===== src/rtl/alu_op_sequencer_if.sv =====
// Bus between the ALU op sequencer and its environment: operand/range request,
// ALU drive/return, and the captured result stream.
interface alu_op_sequencer_if #(
    parameter int WIDTH = 4,
    parameter int SEL_W = 4,
    parameter int SIG_W = 8
) ();
    logic             start;
    logic [WIDTH-1:0] a_in;
    logic [WIDTH-1:0] b_in;
    logic [SEL_W-1:0] first_sel;
    logic [SEL_W-1:0] last_sel;
    logic [WIDTH-1:0] alu_a;
    logic [WIDTH-1:0] alu_b;
    logic [SEL_W-1:0] alu_sel;
    logic             alu_en;
    logic [WIDTH-1:0] alu_result;
    logic             res_valid;
    logic [SEL_W-1:0] res_sel;
    logic [WIDTH-1:0] res_data;
    logic [SIG_W-1:0] signature;
    logic             busy;
    logic             done;

    modport master (
        input  start, a_in, b_in, first_sel, last_sel, alu_result,
        output alu_a, alu_b, alu_sel, alu_en, res_valid, res_sel, res_data,
               signature, busy, done
    );

    modport slave (
        output start, a_in, b_in, first_sel, last_sel, alu_result,
        input  alu_a, alu_b, alu_sel, alu_en, res_valid, res_sel, res_data,
               signature, busy, done
    );
endinterface


===== src/rtl/alu_op_sequencer.sv =====
// Sweeps the ALU select through a latched opcode range, holding each opcode
// HOLD cycles, streaming captured results and folding them into a signature.
module alu_op_sequencer #(
    parameter int WIDTH = 4,
    parameter int SEL_W = 4,
    parameter int HOLD  = 4,
    parameter int SIG_W = 8
) (
    input logic               clk,
    input logic               rst,
    alu_op_sequencer_if.master bus
);
    typedef enum logic [1:0] {IDLE, SETUP, RUN, DONE} state_t;

    localparam logic [7:0] HOLD_LAST = 8'(HOLD - 1);

    state_t           state;
    logic [7:0]       hold_cnt;
    logic [SEL_W-1:0] last_lat;

    always_ff @(posedge clk) begin
        if (rst) begin
            state         <= IDLE;
            hold_cnt      <= '0;
            last_lat      <= '0;
            bus.alu_a     <= '0;
            bus.alu_b     <= '0;
            bus.alu_sel   <= '0;
            bus.alu_en    <= 1'b0;
            bus.res_valid <= 1'b0;
            bus.res_sel   <= '0;
            bus.res_data  <= '0;
            bus.signature <= '0;
            bus.busy      <= 1'b0;
            bus.done      <= 1'b0;
        end else begin
            bus.res_valid <= 1'b0;
            bus.done      <= 1'b0;
            unique case (state)
                IDLE: begin
                    // Operand registers double as the latch for a_in/b_in.
                    if (bus.start) begin
                        bus.alu_a     <= bus.a_in;
                        bus.alu_b     <= bus.b_in;
                        bus.alu_sel   <= bus.first_sel;
                        last_lat      <= bus.last_sel;
                        bus.signature <= '0;
                        bus.busy      <= 1'b1;
                        state         <= SETUP;
                    end
                end
                SETUP: begin
                    hold_cnt   <= '0;
                    bus.alu_en <= 1'b1;
                    state      <= RUN;
                end
                RUN: begin
                    if (hold_cnt == HOLD_LAST) begin
                        bus.res_data  <= bus.alu_result;
                        bus.res_sel   <= bus.alu_sel;
                        bus.res_valid <= 1'b1;
                        bus.signature <= {bus.signature[SIG_W-2:0], bus.signature[SIG_W-1]}
                                         ^ SIG_W'(bus.alu_result);
                        if (bus.alu_sel == last_lat) begin
                            bus.done <= 1'b1;
                            state    <= DONE;
                        end else begin
                            bus.alu_sel <= bus.alu_sel + SEL_W'(1);
                            hold_cnt    <= '0;
                        end
                    end else begin
                        hold_cnt <= hold_cnt + 8'd1;
                    end
                end
                DONE: begin
                    hold_cnt   <= '0;
                    bus.alu_en <= 1'b0;
                    bus.busy   <= 1'b0;
                    state      <= IDLE;
                end
                default: state <= IDLE;
            endcase
        end
    end
endmodule


===== src/flat_wrapper.sv =====
// flat-port wrapper written by rule: the top's interface ports become plain ports
module alu_op_sequencer_flat 
#(
    parameter int WIDTH = 4,
    parameter int SEL_W = 4,
    parameter int HOLD  = 4,
    parameter int SIG_W = 8
)
  (clk, rst, bus_start, bus_a_in, bus_b_in, bus_first_sel, bus_last_sel, bus_alu_result, bus_alu_a, bus_alu_b, bus_alu_sel, bus_alu_en, bus_res_valid, bus_res_sel, bus_res_data, bus_signature, bus_busy, bus_done);
  alu_op_sequencer_if #(.WIDTH(WIDTH), .SEL_W(SEL_W), .SIG_W(SIG_W)) bus_i ();
  input logic clk;
  input logic rst;
  input wire logic [$bits(bus_i.start)-1:0] bus_start;
  input wire logic [$bits(bus_i.a_in)-1:0] bus_a_in;
  input wire logic [$bits(bus_i.b_in)-1:0] bus_b_in;
  input wire logic [$bits(bus_i.first_sel)-1:0] bus_first_sel;
  input wire logic [$bits(bus_i.last_sel)-1:0] bus_last_sel;
  input wire logic [$bits(bus_i.alu_result)-1:0] bus_alu_result;
  output wire logic [$bits(bus_i.alu_a)-1:0] bus_alu_a;
  output wire logic [$bits(bus_i.alu_b)-1:0] bus_alu_b;
  output wire logic [$bits(bus_i.alu_sel)-1:0] bus_alu_sel;
  output wire logic [$bits(bus_i.alu_en)-1:0] bus_alu_en;
  output wire logic [$bits(bus_i.res_valid)-1:0] bus_res_valid;
  output wire logic [$bits(bus_i.res_sel)-1:0] bus_res_sel;
  output wire logic [$bits(bus_i.res_data)-1:0] bus_res_data;
  output wire logic [$bits(bus_i.signature)-1:0] bus_signature;
  output wire logic [$bits(bus_i.busy)-1:0] bus_busy;
  output wire logic [$bits(bus_i.done)-1:0] bus_done;
  assign bus_i.start = bus_start;
  assign bus_i.a_in = bus_a_in;
  assign bus_i.b_in = bus_b_in;
  assign bus_i.first_sel = bus_first_sel;
  assign bus_i.last_sel = bus_last_sel;
  assign bus_i.alu_result = bus_alu_result;
  assign bus_alu_a = bus_i.alu_a;
  assign bus_alu_b = bus_i.alu_b;
  assign bus_alu_sel = bus_i.alu_sel;
  assign bus_alu_en = bus_i.alu_en;
  assign bus_res_valid = bus_i.res_valid;
  assign bus_res_sel = bus_i.res_sel;
  assign bus_res_data = bus_i.res_data;
  assign bus_signature = bus_i.signature;
  assign bus_busy = bus_i.busy;
  assign bus_done = bus_i.done;
  alu_op_sequencer #(.WIDTH(WIDTH), .SEL_W(SEL_W), .HOLD(HOLD), .SIG_W(SIG_W)) u_core (.clk(clk), .rst(rst), .bus(bus_i));
endmodule

===== config.mk =====
export PLATFORM = sky130hd
export DESIGN_NAME = alu_op_sequencer_flat
export DESIGN_NICKNAME = d
export VERILOG_FILES = /design/src/rtl/alu_op_sequencer_if.sv /design/src/rtl/alu_op_sequencer.sv /design/src/flat_wrapper.sv
export SDC_FILE = /design/constraint.sdc
export NUM_CORES = 1
export LEC_CHECK = 0
export ABC_AREA = 1
export BUFFER_PORTS_ARGS = -buffer_cell sky130_fd_sc_hd__buf_4
export CAP_MARGIN = 15
export CORE_MARGIN = 2
export CORE_UTILIZATION = 40
export CTS_BUF_LIST = sky130_fd_sc_hd__clkbuf_8 sky130_fd_sc_hd__clkbuf_16
export CTS_CLUSTER_DIAMETER = 150
export DETAILED_ROUTE_END_ITERATION = 7
export PLACE_DENSITY_LB_ADDON = 0.1
export SLEW_MARGIN = 15
export SYNTH_ARGS = -nofsm -noshare
export SYNTH_HDL_FRONTEND = slang
export SYNTH_SLANG_ARGS = --single-unit

===== constraint.sdc =====
create_clock -name clk -period 2 [get_ports clk]
set_input_delay 0.3 -clock clk [delete_from_list [all_inputs] [get_ports clk]]
set_output_delay 0.3 -clock clk [all_outputs]
set_load 0.005 [all_outputs]

==> flow_summary.toml, run 1 <==
[run_status]
status = "finished, final reports clean"

[logic_synthesis]
synth_top_area_cell = "dfxtp_1"
synth_fp_nets = 338
synth_area_um2 = 2190
syn_inst = 308
synthTopCellsByArea = "dfxtp_1 42%, nand2_1 13%, nor2_1 9.6%"
yosysMostFrequentCell = "nand2_1"
synth_common_cells = "73 x nand2_1, 56 x nor2_1, 46 x dfxtp_1"
ys_seq_elements = 46
synth.top_cell.area_share_pct = 42.0
ys.flop_type = "dfxtp_1"
yosysWarnings = 0
synth_edf_count = 0
ys_async_sr_fraction_pct = 0
avgSynthCellArea_um2 = 7.12
ys_seq_area_share_pct = 42.0
yosysUniqueCellTypes = 29

[drt]
drt_iter0_drc = 55
drt_pass1_iterations = 4
via_per_inst = 4.65
wl_met1_um = 2360
wirelength_um = 5040
top_layer = "met4"
dr_wl_met2_um = 2320
met3_length_um = 269
wl_per_cell_um = 11.6
drcViolationCount = 0
vias = 2028
ant_nets = 0

[worst_hold_path]
hp-start = "bus_a_in[2]"
hold_path.class = "input pin to flip-flop"

[cells_and_area]
layout.filler_cells = 530
final_nets = 395
fin_cells = 436
fin_util_pct = 53.0
multi_input_area_um2 = 1120
antennaDiodeCount = 0
syn_to_final_growth_pct = 25.9
regArea_um2 = 921
drive_gt1_share_pct = 21.9

[critical_path]
crit_chain = "ha_1 -> nand2_1 -> nor2_1 -> nand2_1 -> nand2_1 -> nand3_2 -> nor2_4 -> nand2_1 -> nand2_1 -> nor2_1"
startpoint = "u_core.hold_cnt[0]$_SDFFE_PP0P_"
worstSetupStartpointType = "flip-flop"
arrival_ps = 1960
worstPathRequired_ps = 2200
r2r_start = "u_core.hold_cnt[0]$_SDFFE_PP0P_"
cp-end-kind = "flip-flop"
cp_max_fo = 9
crit_type = "flip-flop to flip-flop"
slowest_stage = "dfxtp_1"
crit_top_cell = "nand2_1"
cpPeakStageDelay_ps = 410

[global_routing]
grt_pass1_vias = 1939
grt_pass1_wl_um = 8560
grt_start_max_net_pins = 21
track_usage_pct = 17.5
grt.overflow.total = 0
antenna_found_initial = 0

[clock_network]
cts-buffers-inserted = 5
path_clk_slew_ps = 90
ctsRootBufferMaster = "clkbuf_8"
cts.repair.resized = 0
cts_buffer_depth = 2
cts_setup_buffers = 0
cts_tree = "built"
clock_sinks = 46
worstSkewPairLatency_ps = 300
cts_max_level = 2
hold_buffers = 0

[timing]
holdWs_ps = 245
fin_setup_tns_ps = 0
post-route-min-period_ps = 1750
hold_viol_final = 0
worst_clock_skew_ps = 5.05
worst_pin_slew_ps = 299
fin_crit_sh_pct = 87.6
fmax_mhz = 571
setup_viol = 0
rsz0062_at_grt = "no"
slew_headroom_pct = 80.0
drv_slew = 0

[die]
dieArea_um2 = 6090
dieWidth_um = 78.0
coreArea_um2 = 5200
die_h_um = 78.0
io_pins = 55
start_util_pct = 42.1
rows = 26

[placement]
dp_hpwl_um = 3710
gp_congestion = 0.838
port_buffers = 54
dpl.cell_count = 428

[power]
power_density_nw_per_um2 = 1170
finalPower_uw = 3230
vdd_drop_max_mv = 0.510
p_leak_uw = 0.00131

[flow_run]
max_cap_viol_count = 0
==> registers in the layout, indices dropped and copies added, names as in the netlist <==
register and count:
u_core.last_lat 4, u_core.bus.signature 8, u_core.bus.alu_a 4, u_core.bus.res_valid 1, u_core.bus.alu_en 1, u_core.bus.res_sel 4, u_core.bus.alu_sel 4, u_core.bus.busy 1
u_core.hold_cnt 8, u_core.bus.res_data 4, u_core.state 2, u_core.bus.alu_b 4, u_core.bus.done 1
==> critical path: cells and delay by family, from the launching register on <==
kind,cells,cell delay [ps]
and+or+nand+nor,9,990
DFF,1,410
adders and majority gates,1,240
==> cells in the final DEF (no fill, tap or decap), types with 2 or more instances in the layout <==
master	Yosys	final
nor3_1	2	2
buf_4	1	60
nand2_1	73	73
or2_2	2	2
inv_2	3	3
nand3_1	20	20
inv_1	21	22
nand3_2	2	2
ha_1	7	7
a21oi_1	26	26
o21ai_0	22	22
nor2_4	3	3
xor2_1	5	5
clkbuf_8	0	5
nor2_1	56	56
dfxtp_1	46	46
==> per-stage QoR <==
| stage | area (µm²) | setup WS, ps |
|---|---|---|
| 3_3_place_gp | 2670 | 363 |
| 2_1_floorplan | 2190 | 474 |
| 5_1_grt | 2760 | 45.3 |
| 3_5_place_dp | 2670 | 255 |
| 4_1_cts | 2760 | 235 |
| 6_report | 2760 | 247 |
==> cell type report <==
type | count | area share [%]
clock buffer | 5 | 2.49
clock inverter | 3 | 0.635
inverter | 25 | 3.40
multi-input combinational | 227 | 40.6
sequential | 46 | 33.4
tap | 70 | 3.17
timing repair buffer | 60 | 16.3
==> path summary, 6_finish.rpt <==
path	end	slack (ps)	depth (start not counted)
worst max-delay path	u_core.bus.alu_sel[0]$_SDFFE_PP0P_	250	10
worst min-delay path	u_core.bus.alu_a[2]$_SDFFE_PP0P_	240	3
worst max register to register	u_core.bus.alu_sel[0]$_SDFFE_PP0P_	250	10
worst min register to register	u_core.last_lat[3]$_SDFFE_PP0P_	470	2
==> layer usage <==
metal | track usage, % | vias up
li1 | - | 1090
met4 | 8.07 | 0
met3 | 4.71 | 9
met2 | 29.8 | 44
met5 | 0 | -
met1 | 20.6 | 885
==> cell families (layout without fill, tap and decap cells) <==
group                      Yosys count  after routing  synth area share, %
adders and majority gates            7              7                 4.00
muxes                                1              1                0.457
AOI/OAI and AO/OA                   49             49                 11.3
buffers and inverters               35             93                 6.91
DFF                                 46             46                 42.0
xor gates and xnor gates             6              6                 2.40
and+or+nand+nor                    164            164                 32.9
==> power by group <==
| part | switching (µW) | leakage, µW | internal (µW) |
|---|---|---|---|
| clock | 313 | 0.0000493 | 242 |
| combinational | 834 | 0.000880 | 566 |
| sequential | 180 | 0.000376 | 1100 |
| total | 1330 | 0.00131 | 1910 |
Note: power is estimated with default switching activity, not from simulation.
==> run 2, diff against run 1 <==
CORE_UTILIZATION = 45   (was 40)
==> run 2 against run 1 <==
Net effect:
- sequential share of layout area shrank 0.33 points
- final area rose by 1.0%
- maximum frequency up 1.6%
- non-clock buffer count shrank 1
- total power grew 4.3%
- clock-buffer cell count unchanged
- largest cell class unchanged
- largest power group unchanged
==> flow_summary.toml, run 2 (same netlist as run 1, synthesis figures left out) <==
[drt]
ant_nets = 0
drt_pass1_iterations = 6
wl_per_cell_um = 11.2
drcViolationCount = 0
via_per_inst = 4.69
wirelength_um = 4850
drt_iter0_drc = 86
vias = 2027

[critical_path]
r2r_start = "u_core.hold_cnt[0]$_SDFFE_PP0P_"
cpPeakStageDelay_ps = 410
slowest_stage = "dfxtp_1"
cp_max_fo = 9
crit_top_cell = "nand2_1"
r2r-end = "u_core.bus.signature[1]$_SDFFE_PP0P_"
rr_worst_depth = 9
arrival_ps = 1970
worst-r2r-setup-slack_ps = 280
crit_chain = "ha_1 -> nand2_1 -> nor2_1 -> nand2_1 -> nor2_4 -> inv_2 -> nor2_8 -> nand2_1 -> a21oi_1"
cp-end-kind = "flip-flop"
crit_type = "flip-flop to flip-flop"
worstPathRequired_ps = 2240
worstSetupStartpointType = "flip-flop"

[clock_network]
cts_setup_buffers = 0
cts_max_level = 2
hold_buffers = 0
cts_tree = "built"
cts.repair.resized = 0
worstSkewPairLatency_ps = 310
ctsRootBufferMaster = "clkbuf_8"
cts_buffer_depth = 2
cts-buffers-inserted = 5
clock_sinks = 46
path_clk_slew_ps = 100

[cells_and_area]
layout_commonest_cell = "nand2_1"
layout.filler_cells = 447
layout_common_cells = "73 x nand2_1, 58 x buf_4, 56 x nor2_1"
final_nets = 394
fin_util_pct = 59.0
fin_area_um2 = 2790
antennaDiodeCount = 0
drive_gt1_share_pct = 21.9
top_regs = "u_core.bus.signature x8, u_core.hold_cnt x8"
syn_to_final_growth_pct = 27.1

[die]
start_util_pct = 46.4
io_pins = 55
dieArea_um2 = 5450
rows = 25
dieWidth_um = 73.8
die_h_um = 73.8
coreArea_um2 = 4720

[power]
vdd_drop_max_mv = 0.635
p_leak_uw = 0.00131
power_density_nw_per_um2 = 1210

[timing]
fin_crit_sh_pct = 86.2
worst_clock_skew_ps = 12.9
hold_viol_final = 0
slew_headroom_pct = 81.0
drv_slew = 0
worst_pin_slew_ps = 284
rsz0062_at_grt = "no"
setup_viol = 0
post-route-min-period_ps = 1720
fmax_mhz = 580
fin_setup_tns_ps = 0

[placement]
gp_congestion = 0.840
dp_hpwl_um = 3600
post_dp_cell_area_um2 = 2670
port_buffers = 54

[global_routing]
track_usage_pct = 19.6
grt_pass1_vias = 1900
antenna_found_initial = 0
grt.overflow.total = 0
grt_start_max_net_pins = 22
grt_pass1_wl_um = 8370

[worst_hold_path]
holdPathStages = 3
hp-start = "bus_alu_result[0]"
hold_path.class = "input pin to flip-flop"
holdPathEnd = "u_core.bus.res_data[0]$_SDFFE_PP0P_"

[flow_run]
max_cap_viol_count = 0

[run_status]
status = "finished, final reports clean"
run 2: power by group:
| part | internal, µW | total [µW] | leakage [µW] | switching [µW] |
|---|---|---|---|---|
| combinational | 568 | 1390 | 0.000880 | 820 |
| clock | 375 | 707 | 0.0000585 | 332 |
| sequential | 1100 | 1280 | 0.000376 | 178 |
run 2: how the worst max path moves through the flow:
stage	from	end	slack [ps]	cells past startpoint
6_report	u_core.hold_cnt[0]$_SDFFE_PP0P_	u_core.bus.signature[1]$_SDFFE_PP0P_	280	9
4_1_cts	u_core.hold_cnt[0]$_SDFFE_PP0P_	u_core.bus.signature[1]$_SDFFE_PP0P_	240	9
3_3_place_gp	u_core.hold_cnt[0]$_SDFFE_PP0P_	u_core.bus.signature[5]$_SDFFE_PP0P_	320	9
3_5_place_dp	u_core.hold_cnt[0]$_SDFFE_PP0P_	u_core.bus.signature[1]$_SDFFE_PP0P_	270	9
2_1_floorplan	u_core.state[0]$_SDFFE_PP0P_	u_core.bus.alu_sel[0]$_SDFFE_PP0P_	470	10
5_1_grt	u_core.hold_cnt[0]$_SDFFE_PP0P_	u_core.bus.signature[0]$_SDFFE_PP0P_	70	9
run 2: layer usage:
metal / track usage (%) / part of all wire [%] / vias up
met5: 0 / 0 / -
met4: 6.06 / 1.1 / 0
met3: 5.08 / 4.9 / 5
met2: 32.2 / 48 / 45
met1: 25.0 / 46 / 887
li1: - / - / 1090
run 2: layout make-up:
cell class / count / area, µm² / share of cell area, %
flip-flops and latches: 46 / 921 / 33.0
well taps: 67 / 83.8 / 3.01
multi-input cells: 227 / 1120 / 40.2
inverters: 25 / 93.8 / 3.37
repair buffers: 59 / 455 / 16.3
clock buffers: 5 / 68.8 / 2.47
clock inverters: 3 / 43.8 / 1.57
run 2: metrics by stage:
step,setup WS [ps],hold slack [ps],std cells,power [µW]
floorplan,474,435,308,2250
global placement,325,456,424,2660
detailed placement,267,461,424,2700
CTS,244,231,432,3410
global route,70.9,256,432,3690
finish,275,232,432,3370
run 2: worst max-delay path, delay by kind of cell, from the launching register on:
family	cells	cell delay, ps
adder cells (fa/ha/maj)	1	230
AO/OA/AOI/OAI	1	130
buffers and inverters	1	150
AND/OR/NAND/NOR	6	750
flip-flops	1	410
==> run 3, diff against run 2 <==
clock period = 1.8 ns   (was 2 ns; I/O delays follow)
==> run 3 against run 2 <==
Net effect:
- sequential power rose by 10%
- sequential share of layout area rose by 0.22 points
- hold slack got worse by 14 ps
- die area did not move
- worst setup slack got worse by 66 ps
- clock-buffer cell count rose by 1
- critical path type unchanged
- clock power fell by 7.8%
- total power rose by 8.3%
- final area fell by 0.67%
==> flow_summary.toml, run 3 (same netlist as run 1, synthesis figures left out) <==
[timing]
worst_pin_slew_ps = 275
fmax_mhz = 628
slew_headroom_pct = 81.6
fin_crit_sh_pct = 88.4
drv_slew = 0
hold_viol_final = 0
setup_ws_ps = 209
setup_viol = 0
post-route-min-period_ps = 1590
holdWs_ps = 218
rsz0062_at_grt = "no"
worst_clock_skew_ps = 6.11
fin_setup_tns_ps = 0

[critical_path]
slowest_stage = "dfxtp_1"
worstSetupStartpointType = "flip-flop"
crit_top_cell = "nand2_1"
cpPeakStageDelay_ps = 410
cp_max_fo = 15
crit_type = "flip-flop to flip-flop"
crit_chain = "ha_1 -> nand2_1 -> nor2_1 -> nand2_1 -> nor2_4 -> nand2_4 -> nand2_1 -> nand2_1 -> a21oi_1"
cp-end-kind = "flip-flop"
worstPathRequired_ps = 2040
arrival_ps = 1830

[cells_and_area]
antennaDiodeCount = 0
layout_commonest_cell = "nand2_1"
final_nets = 396
layout_common_cells = "73 x nand2_1, 61 x buf_4, 56 x nor2_1"
multi_input_area_um2 = 1120
top_regs = "u_core.bus.signature x8, u_core.hold_cnt x8"
regArea_um2 = 921
syn_to_final_growth_pct = 26.3
layout.filler_cells = 470
fin_area_um2 = 2770
fin_util_pct = 58.6
drive_gt1_share_pct = 22.3

[placement]
gp_congestion = 0.817
pre_cts_ws_ps = 197
post_dp_cell_area_um2 = 2680
dp_hpwl_um = 3460
port_buffers = 54

[global_routing]
grt_pass1_vias = 1826
track_usage_pct = 18.5
grt_start_max_net_pins = 30
grt.overflow.total = 0
antenna_found_initial = 0
grt_pass1_wl_um = 7920

[power]
seqPwrFrac_pct = 38.7
p_sw_uw = 1460
intPower_uw = 2190
swShare_pct = 40.1
vdd_drop_max_mv = 0.786
p_comb_share_pct = 43.5
p_leak_uw = 0.00131
clkPwrFrac_pct = 17.8
power_density_nw_per_um2 = 1320

[die]
rows = 25
coreArea_um2 = 4720
start_util_pct = 46.4
die_h_um = 73.8
dieArea_um2 = 5450
dieWidth_um = 73.8
io_pins = 55

[run_status]
status = "finished, final reports clean"

[drt]
wl_per_cell_um = 11.0
wirelength_um = 4780
vias = 2033
drcViolationCount = 0
drt_pass1_iterations = 4
ant_nets = 0
via_per_inst = 4.68
drt_iter0_drc = 114

[clock_network]
cts.repair.resized = 0
cts_tree = "built"
cts_max_level = 2
cts_buffer_depth = 2
ctsRootBufferMaster = "clkbuf_8"
worstSkewPairLatency_ps = 300
cts_setup_buffers = 0
cts-buffers-inserted = 5
hold_buffers = 0
path_clk_slew_ps = 90
clock_sinks = 46

[flow_run]
max_cap_viol_count = 0

[worst_hold_path]
hold_path.class = "input pin to flip-flop"
run 3: cell types whose count changed in the layout (fill, tap and decap cells not counted), sizes merged:
| cell | delta |
|---|---|
| buf | +2 |
| bufinv | -1 |
| clkbuf | +1 |
run 3: power by group through the flow:
| stage | Combinational [µW] | Clock [µW] | Sequential, µW |
|---|---|---|---|
| after floorplan | 1090 | 0 | 1410 |
| after global placement | 1580 | 0 | 1430 |
| after detailed placement | 1590 | 0 | 1430 |
| after CTS | 1600 | 665 | 1410 |
| after global routing | 1820 | 716 | 1440 |
| final | 1590 | 652 | 1410 |
run 3: path summary, 6_finish.rpt:
check,slack (ps),depth (start not counted),startpoint,end
min,220,3,bus_alu_result[2],u_core.bus.res_data[2]$_SDFFE_PP0P_
max,210,9,u_core.hold_cnt[0]$_SDFFE_PP0P_,u_core.hold_cnt[3]$_SDFFE_PP0P_
max reg2reg,210,9,u_core.hold_cnt[0]$_SDFFE_PP0P_,u_core.hold_cnt[3]$_SDFFE_PP0P_
min reg2reg,470,2,u_core.last_lat[1]$_SDFFE_PP0P_,u_core.last_lat[1]$_SDFFE_PP0P_
run 3: layout make-up:
| type | count | area share, % |
|---|---|---|
| clock buffers | 6 | 2.98 |
| clock inverters | 2 | 0.316 |
| inverters | 25 | 3.39 |
| multi-input cells | 227 | 40.5 |
| flip-flops and latches | 46 | 33.3 |
| well taps | 67 | 3.03 |
| repair buffers | 61 | 16.5 |
run 3: metrics by stage:
| step | total power, µW | cells |
|---|---|---|
| floorplan | 2490 | 308 |
| global placement | 3010 | 426 |
| detailed placement | 3030 | 426 |
| CTS | 3680 | 434 |
| global route | 3980 | 434 |
| finish | 3650 | 434 |
run 3: critical path, delay by kind of cell (launching register included):
family                     cells  cell delay (ps)
AOI/OAI and AO/OA              1              120
adders and majority gates      1              220
DFF                            1              410
and+or+nand+nor                7              780
run 3: metal layers:
metal | vias up | wire length [µm] | track usage, %
li1 | 1096 | - | -
met1 | 890 | 2230 | 22.9
met2 | 40 | 2270 | 30.7
met3 | 7 | 224 | 4.94
met4 | 0 | 59 | 6.87
met5 | - | 0 | 0
